### config.mk
export PLATFORM = sky130hd
export DESIGN_NAME = hazard_ctrl
export DESIGN_NICKNAME = d
export VERILOG_FILES = /design/src/rtl/hazard_ctrl_pkg.sv /design/src/rtl/hazard_cmp.sv /design/src/rtl/hazard_ctrl.sv
export SDC_FILE = /design/constraint.sdc
export NUM_CORES = 1
export LEC_CHECK = 0
export ABC_AREA = 0
export BUFFER_PORTS_ARGS = -buffer_cell sky130_fd_sc_hd__buf_4
export CAP_MARGIN = 20
export CORE_AREA = 8 8 100 66
export CTS_CLUSTER_DIAMETER = 30
export DETAILED_ROUTE_END_ITERATION = 6
export DIE_AREA = 0 0 108 74
export PLACE_DENSITY_LB_ADDON = 0.2
export RECOVER_POWER = 25
export SLEW_MARGIN = 10
export SYNTH_ARGS = -nofsm -noshare
export SYNTH_HDL_FRONTEND = slang
export SYNTH_SLANG_ARGS = --single-unit
### constraint.sdc
create_clock -name i_clk -period 5.47 [get_ports i_clk]
set_clock_uncertainty 0.1 [all_clocks]
set_input_delay 0.2735 -clock i_clk [delete_from_list [all_inputs] [get_ports i_clk]]
set_output_delay 0.2735 -clock i_clk [all_outputs]
set_load 0.02 [all_outputs]
### src/rtl/hazard_ctrl_pkg.sv
// Shared pipeline constants for the hazard controller: FSM state encodings,
// drain length and the hard-wired zero register address.
package hazard_ctrl_pkg;

  typedef logic [1:0] hz_state_t;

  localparam hz_state_t StRun    = 2'd0;
  localparam hz_state_t StDrain  = 2'd1;
  localparam hz_state_t StHalted = 2'd2;

  // Drain counter load value; DRAIN lasts DrainLen + 1 clock edges.
  localparam logic [1:0] DrainLen = 2'd2;

  // x0 is hard-wired to zero and never produces a hazard.
  localparam logic [4:0] RegX0 = 5'd0;

endpackage

### src/rtl/hazard_cmp.sv
// Source/destination compare for one (ID source, producer stage) pair.
module hazard_cmp
  import hazard_ctrl_pkg::*;
(
  input  logic [4:0] i_addr,
  input  logic       i_uses,
  input  logic [4:0] i_rd,
  input  logic       i_we,
  output logic       o_match
);

  assign o_match = i_uses && i_we && (i_rd != RegX0) && (i_rd == i_addr);

endmodule

### src/rtl/hazard_ctrl.sv
// Pipeline hazard controller: load-use / RAW stalls, redirect flushes and a
// halt drain sequence. Define HAZARD_FORWARD_EN when the EX/MEM forwarding
// path exists; then only load-use stalls remain.
module hazard_ctrl
  import hazard_ctrl_pkg::*;
(
  input  logic        i_clk,
  input  logic        i_rst,
  input  logic [4:0]  i_id_rs1_addr,
  input  logic [4:0]  i_id_rs2_addr,
  input  logic        i_id_uses_rs1,
  input  logic        i_id_uses_rs2,
  input  logic [4:0]  i_ex_rd_addr,
  input  logic        i_ex_reg_write,
  input  logic        i_ex_mem_read,
  input  logic [4:0]  i_mem_rd_addr,
  input  logic        i_mem_reg_write,
  input  logic        i_ex_redirect,
  input  logic        i_ex_retire_halt,
  output logic        o_pc_stall,
  output logic        o_if_id_stall,
  output logic        o_if_id_flush,
  output logic        o_id_ex_flush,
  output logic        o_halted,
  output logic [31:0] o_stall_cnt
);

  hz_state_t   state_q, state_d;
  logic [1:0]  drain_q, drain_d;
  logic [31:0] stall_cnt_q;
  logic        lu_rs1, lu_rs2;
  logic        raw_stall;

  hazard_cmp u_lu_rs1 (
    .i_addr (i_id_rs1_addr),
    .i_uses (i_id_uses_rs1),
    .i_rd   (i_ex_rd_addr),
    .i_we   (i_ex_mem_read),
    .o_match(lu_rs1)
  );

  hazard_cmp u_lu_rs2 (
    .i_addr (i_id_rs2_addr),
    .i_uses (i_id_uses_rs2),
    .i_rd   (i_ex_rd_addr),
    .i_we   (i_ex_mem_read),
    .o_match(lu_rs2)
  );

`ifdef HAZARD_FORWARD_EN
  assign raw_stall = lu_rs1 || lu_rs2;
`else
  logic ex_rs1, ex_rs2, mem_rs1, mem_rs2;

  hazard_cmp u_ex_rs1 (
    .i_addr (i_id_rs1_addr),
    .i_uses (i_id_uses_rs1),
    .i_rd   (i_ex_rd_addr),
    .i_we   (i_ex_reg_write),
    .o_match(ex_rs1)
  );

  hazard_cmp u_ex_rs2 (
    .i_addr (i_id_rs2_addr),
    .i_uses (i_id_uses_rs2),
    .i_rd   (i_ex_rd_addr),
    .i_we   (i_ex_reg_write),
    .o_match(ex_rs2)
  );

  hazard_cmp u_mem_rs1 (
    .i_addr (i_id_rs1_addr),
    .i_uses (i_id_uses_rs1),
    .i_rd   (i_mem_rd_addr),
    .i_we   (i_mem_reg_write),
    .o_match(mem_rs1)
  );

  hazard_cmp u_mem_rs2 (
    .i_addr (i_id_rs2_addr),
    .i_uses (i_id_uses_rs2),
    .i_rd   (i_mem_rd_addr),
    .i_we   (i_mem_reg_write),
    .o_match(mem_rs2)
  );

  assign raw_stall = lu_rs1 || lu_rs2 || ex_rs1 || ex_rs2 || mem_rs1 || mem_rs2;
`endif

  // Next state and zero-latency hazard outputs; reset forces a bubble.
  always_comb begin
    state_d       = state_q;
    drain_d       = drain_q;
    o_pc_stall    = 1'b0;
    o_if_id_stall = 1'b0;
    o_if_id_flush = 1'b0;
    o_id_ex_flush = 1'b0;
    case (state_q)
      StRun: begin
        if (i_ex_retire_halt) begin
          state_d       = StDrain;
          drain_d       = DrainLen;
          o_pc_stall    = 1'b1;
          o_if_id_flush = 1'b1;
        end else if (i_ex_redirect) begin
          // Redirect squashes the stalled ID instruction anyway.
          o_if_id_flush = 1'b1;
          o_id_ex_flush = 1'b1;
        end else if (raw_stall) begin
          o_pc_stall    = 1'b1;
          o_if_id_stall = 1'b1;
          o_id_ex_flush = 1'b1;
        end
      end
      StDrain: begin
        o_pc_stall    = 1'b1;
        o_if_id_flush = 1'b1;
        o_id_ex_flush = 1'b1;
        if (drain_q == 2'd0) begin
          state_d = StHalted;
        end else begin
          drain_d = drain_q - 2'd1;
        end
      end
      StHalted: begin
        o_pc_stall    = 1'b1;
        o_if_id_flush = 1'b1;
        o_id_ex_flush = 1'b1;
      end
      default: begin
        state_d = StRun;
        drain_d = 2'd0;
      end
    endcase
    if (i_rst) begin
      o_pc_stall    = 1'b0;
      o_if_id_stall = 1'b0;
      o_if_id_flush = 1'b1;
      o_id_ex_flush = 1'b1;
    end
  end

  // FSM state and drain counter.
  always_ff @(posedge i_clk or posedge i_rst) begin
    if (i_rst) begin
      state_q <= StRun;
      drain_q <= 2'd0;
    end else begin
      state_q <= state_d;
      drain_q <= drain_d;
    end
  end

  // Saturating bubble counter; only RUN-state bubbles are counted.
  always_ff @(posedge i_clk or posedge i_rst) begin
    if (i_rst) begin
      stall_cnt_q <= 32'd0;
    end else if ((state_q == StRun) && o_id_ex_flush && (stall_cnt_q != 32'hFFFF_FFFF)) begin
      stall_cnt_q <= stall_cnt_q + 32'd1;
    end
  end

  assign o_halted    = (state_q == StHalted);
  assign o_stall_cnt = stall_cnt_q;

endmodule

Yosys cells after proc, flatten, opt, wreduce, memory -nomap -nowiden
Index checks and enable logic that the tools add are counted.
{ "word_totals": {"reg_bits": 36, "n_memories": 0, "mem_bits_rw": 0, "latch_bits": 0, "mem_bits_ro": 0} }
{ "op_classes": {"reduce_logical": 32, "div_mod_pow": 0, "multipliers": 0, "n_eq_ne": 10, "bitwise": 1, "magnitude_cmp": 0, "add_sub_neg": 2, "n_mux": 22, "shifts": 0} }
{ "op_table": {"columns": ["op", "n"], "rows": [
  ["adder 32 x 1 -> 32 bit, second input constant", 1],
  ["inequality test 32 bit, second input constant", 1],
  ["== test 5 bit", 4],
  ["logical AND 1 bit", 20],
  ["two-way mux 1 bit", 13],
  ["one-hot mux 2 bit (3 select lines)", 2],
  ["nonzero test 5 bit", 2],
  ["two-way mux 2 bit", 4],
  ["inequality test 2 bit, second input constant", 3],
  ["one-hot mux 1 bit (2 select lines)", 3],
  ["AND reduction 3 bit", 2],
  ["logical OR 1 bit", 5],
  ["zero test 2 bit", 2],
  ["== test 2 x 1 -> 1 bit, second input constant", 1],
  ["== test 2 bit, second input constant", 1],
  ["OR reduction 2 bit", 1],
  ["subtractor 2 x 1 -> 2 bit, second input constant", 1],
  ["NOT 1 bit", 1]
]} }

Logic depth before layout (Yosys ltp)
{ "depth": {"word_depth": 15, "mapped_depth": 10, "depth_no_buf": 9} }

By module
A second synthesis with hierarchy kept.
{ "unflattened": {"hier_cells": 253, "hier_area_um2": 2432.3} }
{ "modules_own_cells": {"columns": ["module", "area_each_um2", "cells_per_inst", "seq_area_each_um2", "instances"], "rows": [
  ["hazard_ctrl", 1974.4, 193, 900.9, 1],
  ["hazard_cmp", 76.3, 10, 0.0, 6]
]} }

Worst setup path before layout
Ideal clock, no wire load.
{ "synth_path": {"path_kind": "flip-flop to flip-flop", "from": "reg stall_cnt_q[0] (netlist: o_stall_cnt[0])", "to": "reg stall_cnt_q[1] (netlist: o_stall_cnt[1])", "setup_time_ns": 0.125, "path_stages_with_launch": 9, "path_buffers": 1, "setup_slack_ns": 3.260, "synth_period_minus_slack_ns": 2.210, "arrival_ns": 1.985, "required_ns": 5.245, "path_cell_list": "dfrtp_1 > ha_1 > nand2_1 > nor3_2 > nand2_1 > o21a_1 > clkbuf_1 > nand2_1 > mux2_2"} }
{ "synth_between": {"elab_chain_cells": 2, "word_cells_on_any_way": 3, "cone_classes": "add/sub: 1; eq/ne: 1; reduce/logical: 1"} }
{ "synth_rtl": {"columns": ["element", "line", "source"], "rows": [
  ["from (decl)", "hazard_ctrl.sv:30", "logic [31:0] stall_cnt_q;"],
  ["from (signal assigned)", "hazard_ctrl.sv:159", "stall_cnt_q <= stall_cnt_q + 32'd1;"],
  ["parallel branches: the longest is 2 deep, another holds adder 32 x 1 -> 32 bit", null, null]
]} }
Several ways; the timed one is not identified.
A chain may end at the register's enable or synchronous reset.

Worst setup path after layout
{ "layout_path": {"from": "reg state_q[1]", "to": "out o_id_ex_flush"} }
{ "layout_between": {"elab_chain_cells": 4, "word_cells_on_any_way": 6, "cone_classes": "eq/ne: 2; mux: 2; reduce/logical: 2"} }
{ "layout_rtl": {"columns": ["element", "line", "source"], "rows": [
  ["from (decl)", "hazard_ctrl.sv:28", "hz_state_t state_q, state_d;"],
  ["from (signal assigned)", "hazard_ctrl.sv:146", "state_q <= StRun;"],
  ["from (signal assigned)", "hazard_ctrl.sv:149", "state_q <= state_d;"],
  ["== test 2 bit or == test 2 x 1 -> 1 bit (tied branches)", "hazard_ctrl.sv:98", "case (state_q)"],
  ["OR reduction 2 bit (no source line)", null, null],
  ["one-hot mux 1 bit (2 select lines) (*)", "hazard_ctrl.sv:98", null],
  ["two-way mux 1 bit (*)", "hazard_ctrl.sv:135", "if (i_rst) begin"],
  ["to (decl)", "hazard_ctrl.sv:23", "output logic o_id_ex_flush,"]
]} }
Every way passes the cells marked *; elsewhere a longest branch is shown, timed or not.

==> metrics.md <==
| Metric | Value |
|---|---|
| Synth Area per Inst | `9.339 µm²` |
| Area delta synth->final | `28.77%` |
| CTS H-tree lvls | `2` |
| Worst rel slew slack | `-0.2984` |
| Vias/cell | `5.139` |
| CP Cell Sequence | `inv_1 > ha_1 > nor2b_1 > nor2_1 > nor2_1 > nor2_2 > a21oi_2 > buf_4` |
| 1st-iter DRT viols | `119` |
| Hold-fix buffers at CTS | `0` |
| GR Util met2 | `0.2257` |
| CTS Buf Count | `5` |
| Place WS | `2.753 ns` |
| Die X | `108 µm` |
| Vias in the first global route | `1937` |
| Busiest grt layer | `met2` |
| RSZ-0062 raised after global routing | `false` |
| CP arrival | `2.57 ns` |
| Nets | `340` |
| Port Buffers | `65` |
| #FFs+latches synth | `36` |
| Setup total negative slack | `0 ns` |
| # diodes | `0` |
| Grt met1 use | `0.2116` |
| CTS Sinks | `36` |
| Worst setup margin | `2.526 ns` |
| Global route total overflow | `0` |
| Core area | `0.005229 mm²` |
| Hold EP | `state_q[0]` |
| Placer Congestion | `0.8867` |
| Worst hold start | `i_ex_retire_halt` |
| Fin. max-slew vios | `38` |
| Tmin final | `2.944 ns` |
| Routed Antenna Nets | `0` |
| CTS tree | `yes` |
| Startpoint types | `flop` |
| Worst Path Max Fanout | `23` |
| Fmax | `339.7 MHz` |
| Max Cap Violations | `1` |
| Sequential Power Share | `0.348` |
| # IOs | `66` |
| Failing checks | `capacitance limit, slew limit` |
| Reg clk slew, reported paths | `0.07 ns` |
| CP endpoint kind | `primary output` |
| Most common cell after layout, fill and taps aside | `buf_4` |
| EDFF count, synth | `0` |
| Crit-path slowest cell | `a21oi_2` |
| Clock latency at the later pin of the worst-skew pair | `0.28 ns` |
| Met3 Use GR | `0.04498` |
| Top cell by count, worst path | `nor2_1` |
| Dpl hpwl | `4481 µm` |
| Clock root buffer | `clkbuf_8` |
| Share of cells above drive strength 1 | `0.2525` |
| Run status | `complete, but fails checks` |
| Drt wl/cell | `15.70 µm` |
| Setup Fix Bufs, Post-CTS | `0` |
| Die area | `0.007992 mm²` |
| CTS resizes | `0` |
| Synth cell types | `36` |
| First-pass GRT wire length | `9584 µm` |
| Psw | `400.9 µW` |
| Asr flop ratio synth | `1.000` |
| Starting Density | `0.4233` |
| FP Rows | `21` |
| Routed WL | `5870 µm` |
| P per Cell Area | `344.2 mW/mm²` |
| DRC | `0` |
| Setup violators final | `0` |
| Crit Reg-Reg Endpoint | `o_stall_cnt[1]` |
| Worst path buffer plus inverter count | `2` |
| Post-Syn Instances | `237` |
| Combinational power share | `0.445` |
| Yosys warns | `0` |
| Largest net degree at the start of global routing | `38` |
| R2R depth | `9` |
| Worst Max-Slew Pin Slew | `1.948 ns` |
| GRT Total Usage | `0.1505` |
| Reg2reg start | `state_q[1]` |
| Pint | `580.1 µW` |
| Synth Flop Type | `dfrtp_1` |
| Critical path's largest stage delay | `0.74 ns` |
| Drt first pass iters | `4` |
| Die height | `74 µm` |
| Vias | `1922` |
| Worst Path Required | `5.10 ns` |
| Hold crit path type | `in -> reg` |
| Crit path kind | `reg -> out` |
| Switching Share | `0.4087` |
| Clock power share | `0.207` |
| Synthesized area | `0.002213 mm²` |
| CP delay by family, top | `compound AO/OA/AOI/OAI gates` |
| Leak | `1.231 nW` |
| Most frequent cells in the layout | `64 x buf_4, 51 x xnor2_1, 36 x dfrtp_1` |
| Max clock buf depth | `2` |
| Reg2reg setup slack | `2.67 ns` |
| Final hold vios | `0` |
| Hold Path Stages | `3` |
| Post-synth net total | `272` |
| Initial antenna violation count | `0` |
| Post-synthesis sequential area ratio | `0.4070` |
| Final worst-path cycle share | `0.5382` |
| Max VDD drop | `0.1803 mV` |
[state kept, by name, indices dropped and copies added (netlist names)]
signal / count
drain_q: 2
state_q: 2
o_stall_cnt: 32
[logic make-up after synthesis]
group | after synthesis | share of synthesized area
AOI/OAI and AO/OA | 18 | 0.05597
xor gates and xnor gates | 51 | 0.2018
adders and majority gates | 6 | 0.03392
buffers and inverters | 14 | 0.03052
DFF | 36 | 0.4070
muxes | 1 | 0.005087
and+or+nand+nor | 111 | 0.2657
[cells in the mapped netlist, drive strengths merged, types with 2 or more instances]
library cell / instances / area [µm²]
xnor2: 51 / 446.7
dfrtp: 36 / 900.9
nand3: 23 / 115.1
nand4: 18 / 112.6
nand2: 17 / 63.81
nor2: 16 / 62.56
nor3: 12 / 65.06
and3: 11 / 68.82
inv: 9 / 33.78
a21oi: 7 / 38.79
ha: 6 / 75.07
buf: 3 / 26.27
o21ai: 3 / 15.01
and2: 2 / 12.51
clkbuf: 2 / 7.510
nand4b: 2 / 17.52
nor2b: 2 / 12.51
nor3b: 2 / 15.01
o22ai: 2 / 12.51
[worst max-delay path by stage]
stage | slack, ns | to | depth (start not counted) | startpoint
finish | 2.53 | o_id_ex_flush | 8 | state_q[1]
global route | 2.28 | o_if_id_flush | 5 | i_rst
global placement | 2.89 | o_stall_cnt[1] | 9 | state_q[0]
detailed placement | 2.75 | o_stall_cnt[1] | 9 | state_q[1]
floorplan | 3.26 | o_stall_cnt[1] | 8 | o_stall_cnt[0]
CTS | 2.55 | o_id_ex_flush | 8 | state_q[1]
[tightest hold or removal path: cells and delay by family]
kind,cells,cell delay (ns)
AO/OA/AOI/OAI,2,0.18
buffers and inverters,1,0.11
[per-stage QoR]
step,hold WS [ns],total power [mW],cell area [µm²],instances,utilization
global placement,0.3537,0.7723,2761,367,0.5281
CTS,0.05079,0.9888,2858,374,0.5465
global route,0.2341,1.049,2850,374,0.5451
floorplan,0.3464,0.6542,2213,237,-
detailed placement,0.3579,0.7776,2761,367,0.5281
finish,0.2294,0.9809,2850,374,0.5451
[per-layer routing]
layer  up-vias  wire (µm)
met5         -          0
met4         0         26
met3         4        339
met2        43       2554
met1       905       2950
li1        970          -
[power by group through the flow]
stage | Combinational [mW] | Clock (mW) | Sequential (mW)
finish | 0.436 | 0.203 | 0.342
global route | 0.482 | 0.219 | 0.348
CTS | 0.438 | 0.209 | 0.341
detailed placement | 0.432 | 0 | 0.345
global placement | 0.428 | 0 | 0.344
floorplan | 0.292 | 0 | 0.363
[cell type report]
type	instances	area [µm²]
fill	473	2379
multi-input combinational	187	1245
sequential	36	900.9
timing repair buffer	66	488.0
clock buffer	7	96.34
tap	69	86.33
inverter	9	33.78
(Power assumes the default switching activity.)
